--- src/rtl/tl_uh_pkg.sv ---
`default_nettype none
// ============================================================================
// Module      : tl_uh_pkg
// Description : Shared TL-UH opcode constants, machine-timer register map
//               and byte-mask helper.
// Revision    : 1.0 - initial release
// ============================================================================
package tl_uh_pkg;

   // A-channel request opcodes
   localparam logic [2:0] TL_PUTFULL    = 3'd0;
   localparam logic [2:0] TL_PUTPARTIAL = 3'd1;
   localparam logic [2:0] TL_ARITH      = 3'd2;
   localparam logic [2:0] TL_LOGICAL    = 3'd3;
   localparam logic [2:0] TL_GET        = 3'd4;
   localparam logic [2:0] TL_INTENT     = 3'd5;

   // D-channel response opcodes
   localparam logic [2:0] TL_ACK        = 3'd0;
   localparam logic [2:0] TL_ACKDATA    = 3'd1;

   // Word index (address[4:2]) of each machine-timer register
   typedef enum logic [2:0] {
      REG_MTIME_LO    = 3'd0,
      REG_MTIME_HI    = 3'd1,
      REG_MTIMECMP_LO = 3'd2,
      REG_MTIMECMP_HI = 3'd3,
      REG_CTRL        = 3'd4,
      REG_RSVD_5      = 3'd5,
      REG_RSVD_6      = 3'd6,
      REG_RSVD_7      = 3'd7
   } mtimer_reg_e;

   // Expand a 4-bit byte-lane mask into a 32-bit bit mask
   function automatic logic [31:0] expand_mask(input logic [3:0] m);
      return {{8{m[3]}}, {8{m[2]}}, {8{m[1]}}, {8{m[0]}}};
   endfunction

endpackage
`default_nettype wire

--- src/rtl/tl_uh_resp_slot.sv ---
`default_nettype none
// ============================================================================
// Module      : tl_uh_resp_slot
// Description : Single-entry TL-UH D-channel holding register. Accepts a new
//               request whenever the slot is empty or being drained, so a
//               ready sink sees one response per cycle.
// Revision    : 1.0 - initial release
// ============================================================================
module tl_uh_resp_slot #(
   parameter int SOURCE_W = 1
) (
   input  logic                clk,
   input  logic                rst,
   input  logic                a_valid,
   output logic                a_ready,
   output logic                accept,
   input  logic [2:0]          load_opcode,
   input  logic [3:0]          load_size,
   input  logic [SOURCE_W-1:0] load_source,
   input  logic                load_denied,
   input  logic [31:0]         load_data,
   output logic [2:0]          d_opcode,
   output logic [1:0]          d_param,
   output logic [3:0]          d_size,
   output logic [SOURCE_W-1:0] d_source,
   output logic                d_denied,
   output logic [31:0]         d_data,
   output logic                d_corrupt,
   output logic                d_valid,
   input  logic                d_ready
);

   assign a_ready   = !d_valid || d_ready;
   assign accept    = a_valid && a_ready;
   assign d_param   = 2'b00;
   assign d_corrupt = 1'b0;

   // Capture the response on accept; drop it once the sink takes it
   always_ff @(posedge clk) begin
      if (rst) begin
         d_valid  <= 1'b0;
         d_opcode <= 3'd0;
         d_size   <= 4'd0;
         d_source <= '0;
         d_denied <= 1'b0;
         d_data   <= 32'd0;
      end else if (accept) begin
         d_valid  <= 1'b1;
         d_opcode <= load_opcode;
         d_size   <= load_size;
         d_source <= load_source;
         d_denied <= load_denied;
         d_data   <= load_data;
      end else if (d_ready) begin
         d_valid  <= 1'b0;
      end
   end

endmodule
`default_nettype wire

--- src/rtl/tilelink_machine_timer.sv ---
`default_nettype none
// ============================================================================
// Module      : tilelink_machine_timer
// Description : TL-UH slave holding the RISC-V mtime / mtimecmp pair and a
//               control word; drives the level machine timer interrupt.
// Revision    : 1.0 - initial release
// ============================================================================
module tilelink_machine_timer
   import tl_uh_pkg::*;
#(
   parameter int TL_SOURCE_W = 1,
   parameter int TL_ADDR_W   = 5,
   parameter int PRESCALE    = 1
) (
   input  logic                   tilelink_clock_i,
   input  logic                   tilelink_reset_i,
   input  logic [2:0]             a_opcode,
   input  logic [2:0]             a_param,
   input  logic [3:0]             a_size,
   input  logic [TL_SOURCE_W-1:0] a_source,
   input  logic [TL_ADDR_W-1:0]   a_address,
   input  logic [3:0]             a_mask,
   input  logic [31:0]            a_data,
   input  logic                   a_corrupt,
   input  logic                   a_valid,
   output logic                   a_ready,
   output logic [2:0]             d_opcode,
   output logic [1:0]             d_param,
   output logic [3:0]             d_size,
   output logic [TL_SOURCE_W-1:0] d_source,
   output logic                   d_denied,
   output logic [31:0]            d_data,
   output logic                   d_corrupt,
   output logic                   d_valid,
   input  logic                   d_ready,
   output logic                   timer_irq_o
);

   localparam int              PS_W    = (PRESCALE > 1) ? $clog2(PRESCALE) : 1;
   localparam logic [PS_W-1:0] PS_LAST = PS_W'(PRESCALE - 1);

   logic [63:0]     mtime, mtimecmp, mtime_next, mtimecmp_next, ticked;
   logic            count_en, irq_en, count_en_next, irq_en_next;
   logic [PS_W-1:0] prescaler;
   logic            tick, accept, is_put, denied, wr;
   logic [2:0]      resp_opcode;
   logic [31:0]     read_word, resp_data, wmask;
   mtimer_reg_e     reg_sel;
   logic            unused_bits;

   assign reg_sel     = mtimer_reg_e'(a_address[4:2]);
   assign wmask       = expand_mask(a_mask);
   assign unused_bits = ^{a_param, a_address};

   // Request decode: legality, ack opcode and read data at accept time
   always_comb begin
      is_put = (a_opcode == TL_PUTFULL) || (a_opcode == TL_PUTPARTIAL);
      denied = !(is_put || (a_opcode == TL_GET)) || (a_size > 4'd2) ||
               (is_put && a_corrupt);
      case (a_opcode)
         TL_GET, TL_ARITH, TL_LOGICAL: resp_opcode = TL_ACKDATA;
         default:                      resp_opcode = TL_ACK;
      endcase
      case (reg_sel)
         REG_MTIME_LO:    read_word = mtime[31:0];
         REG_MTIME_HI:    read_word = mtime[63:32];
         REG_MTIMECMP_LO: read_word = mtimecmp[31:0];
         REG_MTIMECMP_HI: read_word = mtimecmp[63:32];
         REG_CTRL:        read_word = {30'd0, irq_en, count_en};
         default:         read_word = 32'd0;
      endcase
      resp_data = ((a_opcode == TL_GET) && !denied) ? read_word : 32'd0;
      wr        = accept && is_put && !denied;
   end

   // Next-state of counter, compare and control; a write beats the tick
   // on the bytes it touches and suppresses carry into the other word
   always_comb begin
      tick          = count_en && (prescaler == PS_LAST);
      ticked        = tick ? (mtime + 64'd1) : mtime;
      mtime_next    = ticked;
      mtimecmp_next = mtimecmp;
      count_en_next = count_en;
      irq_en_next   = irq_en;
      if (wr) begin
         case (reg_sel)
            REG_MTIME_LO:
               mtime_next = {mtime[63:32], (ticked[31:0] & ~wmask) | (a_data & wmask)};
            REG_MTIME_HI:
               mtime_next = {(ticked[63:32] & ~wmask) | (a_data & wmask), mtime[31:0]};
            REG_MTIMECMP_LO:
               mtimecmp_next[31:0] = (mtimecmp[31:0] & ~wmask) | (a_data & wmask);
            REG_MTIMECMP_HI:
               mtimecmp_next[63:32] = (mtimecmp[63:32] & ~wmask) | (a_data & wmask);
            REG_CTRL:
               if (a_mask[0]) {irq_en_next, count_en_next} = a_data[1:0];
            default: ;
         endcase
      end
   end

   // Timer state, prescaler and registered interrupt
   always_ff @(posedge tilelink_clock_i) begin
      if (tilelink_reset_i) begin
         mtime       <= 64'd0;
         mtimecmp    <= 64'hFFFF_FFFF_FFFF_FFFF;
         count_en    <= 1'b1;
         irq_en      <= 1'b0;
         prescaler   <= '0;
         timer_irq_o <= 1'b0;
      end else begin
         mtime       <= mtime_next;
         mtimecmp    <= mtimecmp_next;
         count_en    <= count_en_next;
         irq_en      <= irq_en_next;
         if (count_en) prescaler <= (prescaler == PS_LAST) ? '0 : prescaler + PS_W'(1);
         timer_irq_o <= irq_en_next && (mtime_next >= mtimecmp_next);
      end
   end

   tl_uh_resp_slot #(
      .SOURCE_W (TL_SOURCE_W)
   ) u_resp_slot (
      .clk         (tilelink_clock_i),
      .rst         (tilelink_reset_i),
      .a_valid     (a_valid),
      .a_ready     (a_ready),
      .accept      (accept),
      .load_opcode (resp_opcode),
      .load_size   (a_size),
      .load_source (a_source),
      .load_denied (denied),
      .load_data   (resp_data),
      .d_opcode    (d_opcode),
      .d_param     (d_param),
      .d_size      (d_size),
      .d_source    (d_source),
      .d_denied    (d_denied),
      .d_data      (d_data),
      .d_corrupt   (d_corrupt),
      .d_valid     (d_valid),
      .d_ready     (d_ready)
   );

endmodule
`default_nettype wire

--- config.mk ---
export PLATFORM = sky130hd
export DESIGN_NAME = tilelink_machine_timer
export DESIGN_NICKNAME = d
export VERILOG_FILES = /design/src/rtl/tl_uh_pkg.sv /design/src/rtl/tl_uh_resp_slot.sv /design/src/rtl/tilelink_machine_timer.sv
export SDC_FILE = /design/constraint.sdc
export NUM_CORES = 1
export LEC_CHECK = 0
export CAP_MARGIN = 10
export CORE_UTILIZATION = 50
export DETAILED_ROUTE_END_ITERATION = 16
export GPL_ROUTABILITY_DRIVEN = 0
export PLACE_DENSITY_LB_ADDON = 0.08
export SLEW_MARGIN = 20
export SYNTH_ARGS = -nofsm -noshare
export SYNTH_HDL_FRONTEND = slang
export SYNTH_SLANG_ARGS = --single-unit
--- constraint.sdc ---
create_clock -name tilelink_clock_i -period 3.7 [get_ports tilelink_clock_i]
set_input_delay 0.74 -clock tilelink_clock_i [delete_from_list [all_inputs] [get_ports tilelink_clock_i]]
set_output_delay 0.74 -clock tilelink_clock_i [all_outputs]
set_load 0.05 [all_outputs]
Word level (Yosys, flattened, before mapping)
Cells that the tools add are included.

Register bits after elaboration: 174. Latch bits: 0. RAM bits: 0. ROM bits: 0. Input bits: 57. Output and inout port bits: 47. Word-level logic and storage cells: 70. Memories: 0.

Add/sub/neg operators: 2. Multipliers: 0. Divide/modulo/power cells: 0. Magnitude comparators: 2. Equality and inequality tests: 8. Shifts and indexed selects: 0. Muxes and demuxes: 15. Bitwise gates (word level): 11. Reductions and logical operators: 20.

Operators by type and width (number): 2-to-1 mux 64 bit (3); bitwise AND 32 bit (5); one-hot mux 32 bit (5 select lines) (1); bitwise OR 32 bit (4); one-hot mux 64 bit (2 select lines) (1); 2-to-1 mux 32 bit (3); adder 64 x 1 -> 64 bit, second input constant (1); greater-or-equal comparator 64 bit (1); inverter 32 bit (1); == test 3 x 2 -> 1 bit, second input constant (4); logical AND 1 bit (7); 2-to-1 mux 1 bit (7); == test 3 x 1 -> 1 bit, second input constant (2); == test 3 bit, second input constant (2); zero test 3 bit (2); logical OR 1 bit (5); > comparator 4 x 2 -> 1 bit, second input constant (1); zero test 1 bit (3); AND reduction 3 bit (1); OR reduction 3 bit (1); nonzero test 2 bit (1); adder 1 bit, second input constant (1); inverter 1 bit (1).

Longest topological paths before layout
Word-level depth: 11. Gate-level depth with buffers: 17. Depth with buffers taken out: 16.

Cells and area by module
From an unflattened synthesis, not the netlist that was laid out.

Cell total of the unflattened synthesis: 1494. Area, all modules: 12032.8 µm².

Modules (own cells, without submodules): tilelink_machine_timer (times used 1, cells each 1298, area an instance 10198.5 µm², sequential area each 2622.5 µm²); tl_uh_resp_slot (times used 1, cells each 196, area an instance 1834.3 µm², sequential area each 840.8 µm²).

Least setup slack after synthesis
OpenSTA, ideal clock, no wires.

Path kind: input -> register. Start: input port d_ready. End: register timer_irq_o. Library setup time: 119 ps. Arrival: 4016 ps. Required time: 3581 ps. Path slack: -436 ps. Stages: 14. Buffers on the path: 1. Path through: nand2b_1 > clkbuf_1 > nand4_1 > nor2_1 > nand2_1 > mux2_2 > ha_1 > nand2b_1 > a2111oi_0 > nor4bb_1 > a21oi_1 > a211oi_1 > o31ai_1 > nand2_1.

Cells in the longest elaborated chain, start to end: 7. Elaborated cells between the ends (all ways): 9. Those cells by class: order compare: 1; mux: 3; reduce/logical: 5.

RTL lines: start: declaration (RTL line tilelink_machine_timer.sv:35) `input logic d_ready,`; logical OR 1 bit (RTL line tl_uh_resp_slot.sv:33) `assign a_ready = !d_valid || d_ready;`; via a_ready (RTL line tilelink_machine_timer.sv:26) `output logic a_ready,`; logical AND 1 bit (RTL line tl_uh_resp_slot.sv:34) `assign accept = a_valid && a_ready;`; logical AND 1 bit (2 in series) (RTL line tilelink_machine_timer.sv:73) `wr = accept && is_put && !denied;`; 2-to-1 mux 64 bit (RTL line tilelink_machine_timer.sv:85) `if (wr) begin`; via mtimecmp_next[0] (RTL line tilelink_machine_timer.sv:42) `logic [63:0] mtime, mtimecmp, mtime_next, mtimecmp_next, ticked;`; greater-or-equal comparator 64 bit (RTL line tilelink_machine_timer.sv:117) `timer_irq_o <= irq_en_next && (mtime_next >= mtimecmp_next);`; logical AND 1 bit (RTL line tilelink_machine_timer.sv:117); end signal: assignment (RTL line tilelink_machine_timer.sv:117); end: declaration (RTL line tilelink_machine_timer.sv:36) `output logic timer_irq_o`.

The timed path passes the listed nets, and every way through them passes these cells. A chain may end at the register's enable or synchronous reset.

Final worst setup path
Start: register mtime[0]. End: register timer_irq_o.

Cells in the longest elaborated chain, start to end: 8. Elaborated cells between the ends (all ways): 10. Those cells by class: add/sub: 1; order compare: 1; mux: 3; bitwise: 4; reduce/logical: 1.

RTL lines: start: declaration (RTL line tilelink_machine_timer.sv:42); start signal: assignment (RTL line tilelink_machine_timer.sv:112) `mtime <= mtime_next;`; adder 64 x 1 -> 64 bit (*) (RTL line tilelink_machine_timer.sv:80) `ticked = tick ? (mtime + 64'd1) : mtime;`; 2-to-1 mux 64 bit (*) (RTL line tilelink_machine_timer.sv:80); bitwise AND 32 bit (RTL line tilelink_machine_timer.sv:90) `mtime_next = {(ticked[63:32] & ~wmask) | (a_data & wmask), mtime[31:0]};`; bitwise OR 32 bit (RTL line tilelink_machine_timer.sv:90); one-hot mux 64 bit (2 select lines) (RTL line tilelink_machine_timer.sv:86) `case (reg_sel)`; 2-to-1 mux 64 bit (*) (RTL line tilelink_machine_timer.sv:85); via mtime_next[54] (RTL line tilelink_machine_timer.sv:42); greater-or-equal comparator 64 bit (*) (RTL line tilelink_machine_timer.sv:117); logical AND 1 bit (*) (RTL line tilelink_machine_timer.sv:117).

Mark *: on every way through the listed nets, which the timed path passes. The rest lies on a longest branch.

==> results.json <==
{
  "status": "finished clean",
  "htreeDepth": 4,
  "grt_first_pass_wirelength_mm": 64.34,
  "fin_crit_ps": 3617,
  "dieArea_um2": 22380,
  "maxCapViolations": 0,
  "p_total_uw": 4115,
  "wl_per_cell_um": 20.86,
  "nFillCells": 1777,
  "worst_hold_path_type": "reg -> reg",
  "cp-start-kind": "flop",
  "drc": 0,
  "synth-main-ff-cell": "dfxtp_1",
  "worstMarginPinSlew_ps": 818.9,
  "ys_ff_latch": 171,
  "powerDensity_nw_per_um2": 274.5,
  "vias": 12340,
  "relSlewSlack_pct": 45.41,
  "dpl.hpwl_mm": 29.92,
  "synth_area_um2": 10890,
  "setup_tns_ps": 0,
  "syn_inst": 1378,
  "drt-pass1-iter-count": 6,
  "finalHoldViolations": 0,
  "grt_pass1_vias": 11920,
  "crit_chain": "buf_4 > ha_1 > and3_4 > buf_4 > nand4_1 > nor4_1 > buf_4 > nand4_1 > nand2_1 > o21ai_2 > a21oi_2 > ha_1 > nand2_1 > nor2_1 > a311oi_1 > nand2_1 > o221a_2 > o21ai_2 > nand2_1",
  "initial_core_util_pct": 51.32,
  "crit_slowest_cell": "dfxtp_1",
  "finalInstanceArea_um2": 14990,
  "yosys_warnings": 0,
  "synth_area_per_cell_um2": 7.903,
  "overflow": 0,
  "dieWidth_um": 149.6,
  "fin_skew_ps": 8.814,
  "synth.distinct_cells": 70,
  "synth-edff-count": 0,
  "gr-usage-all-layers_pct": 37.30,
  "required_ps": 4030,
  "layout-drive-gt1-share_pct": 23.36,
  "pin_count": 104,
  "arrival_ps": 3940,
  "fin_nets": 1804,
  "place_area_um2": 14010,
  "crit_type": "reg -> reg",
  "crit_top_cell": "nand2_1",
  "core_um2": 21220,
  "worstSkewPairLatency_ps": 440,
  "slew_violations": 0,
  "finalSetupViolCount": 0,
  "diodes": 0,
  "via_per_inst": 6.265,
  "vdd_ir_drop_max_v": 0.0002549,
  "drt_iter0_markers": 1353,
  "area_growth_pct": 37.65,
  "leakagePower_uw": 0.006593,
  "final_cell_mix": "buf_4, dfxtp_1, nand2_1, a21oi_1, nor2_1",
  "ys_seq_area_share_pct": 31.43,
  "grt_max_degree": 60,
  "max_freq_mhz": 276.5,
  "clkTransAtPathRegs_ps": 70,
  "min_period_over_period_pct": 97.75,
  "port_buffers": 93,
  "cp-end-kind": "flop",
  "antenna_found_initial": 0,
  "synthArstFlopShare_pct": 0,
  "rows": 53,
  "cts_tree": "done",
  "cp_max_fo": 5,
  "clockRootBuffer": "clkbuf_16",
  "totalWireLength_mm": 41.09,
  "ctsLongestPathBuffers": 2,
  "cts_buffers": 17,
  "max_stage_delay_ps": 330,
  "layout_commonest_cell": "buf_4",
  "cts_sinks": 171,
  "postRouteAntennaNets": 0,
  "die_h_um": 149.6
}
==> worst paths after layout <==
check | from | endpoint | slack, ps | depth (start not counted)
worst max-delay path | mtime[0] | timer_irq_o | 80 | 19
worst min-delay path | u_resp_slot.d_size[2] | u_resp_slot.d_size[2] | 450 | 2
worst max register to register | mtime[0] | timer_irq_o | 80 | 19
worst min register to register | u_resp_slot.d_size[2] | u_resp_slot.d_size[2] | 450 | 2
==> through the flow <==
stage / hold slack [ps] / cells / utilization (%) / worst slack (ps)
5_1_grt: 486.9 / 1970 / 70.64 / -39.07
2_1_floorplan: 466.2 / 1382 / - / 1.064
3_5_place_dp: 446.9 / 1931 / 66.02 / -700.4
6_report: 454.9 / 1970 / 70.64 / 83.11
4_1_cts: 456.7 / 1967 / 69.16 / 4.848
3_3_place_gp: 442.0 / 1931 / 66.02 / -657.1
==> worst max-delay path: cells and delay by family, from the launching register on <==
kind,cells,cell delay [ps]
AO/OA/AOI/OAI,5,840
buffers and inverters,3,500
flip-flops,1,330
AND/OR/NAND/NOR,9,1410
adder cells (fa/ha/maj),2,410
==> repair_timing <==
item | CTS | global route
hold buffers | 0 | 0
resized for setup | 26 | 83
pin swaps | 6 | 25
cloned | 1 | 0
buffers inserted | 4 | 3
endpoints found under the setup margin | 1 | 1
==> area by class of cell <==
cell class | count | area [µm²] | area share (%)
flip-flops and latches | 171 | 3423 | 22.84
well taps | 275 | 344.1 | 2.295
repair buffers | 376 | 3174 | 21.18
inverters | 14 | 52.55 | 0.3506
clock buffers | 20 | 446.7 | 2.980
multi-input cells | 1102 | 7436 | 49.60
clock inverters | 12 | 113.9 | 0.7595
==> per-layer routing <==
layer	vias to the layer above	part of all wire, %	track usage [%]
met1	5803	41	49.02
met2	693	45	59.49
met3	144	8.8	5.762
li1	5703	-	-
met5	-	0	0
met4	0	4.6	17.81
==> Yosys cell counts, drive strengths merged, types with 6 or more instances <==
| library cell | n | share of area, % |
|---|---|---|
| nand2 | 174 | 6.0 |
| dfxtp | 171 | 31 |
| a21oi | 128 | 5.9 |
| nor2 | 112 | 3.9 |
| a22oi | 80 | 5.5 |
| clkbuf | 74 | 2.6 |
| mux2i | 70 | 6.4 |
| ha | 65 | 7.5 |
| o21ai | 58 | 2.7 |
| and2 | 53 | 3.0 |
| nand3 | 41 | 2.0 |
| nand4 | 36 | 2.1 |
| o22ai | 27 | 1.6 |
| xnor2 | 25 | 2.0 |
| buf | 21 | 1.0 |
| a32oi | 20 | 1.6 |
| xor2 | 20 | 1.6 |
| and3 | 19 | 1.1 |
| nand2b | 18 | 1.0 |
| nor3 | 18 | 0.87 |
| and4 | 13 | 1.0 |
| inv | 13 | 0.45 |
| a31oi | 12 | 0.69 |
| a211oi | 10 | 0.69 |
| nor4 | 10 | 0.63 |
| o31ai | 8 | 0.55 |
| a2111oi | 6 | 0.54 |
| nor2b | 6 | 0.34 |
==> where the power goes <==
| part | internal, µW | switching [µW] | leakage, µW |
|---|---|---|---|
| Combinational | 184 | 286 | 0.00495 |
| Clock | 953 | 837 | 0.000264 |
| Sequential | 1850 | 5.51 | 0.00138 |
| Total | 2990 | 1130 | 0.00659 |
==> cells by family after synthesis <==
| group | Yosys count | share of synthesized area (%) |
|---|---|---|
| simple gates | 520 | 23.43 |
| other cells | 1 | 0.03443 |
| fa+ha+maj | 65 | 7.468 |
| buf+inv | 109 | 4.044 |
| compound gates | 394 | 23.23 |
| xor+xnor | 45 | 3.619 |
| mux | 73 | 6.744 |
| flops | 171 | 31.43 |
==> flip-flops by register name, summed over array words and instances (netlist names) <==
name	count
count_en	1
irq_en	1
mtime	64
mtimecmp	64
timer_irq_o	1
u_resp_slot.d_data	32
u_resp_slot.d_denied	1
u_resp_slot.d_opcode	1
u_resp_slot.d_size	4
u_resp_slot.d_source	1
u_resp_slot.d_valid	1
No activity file was read; power rests on OpenSTA's default activity.
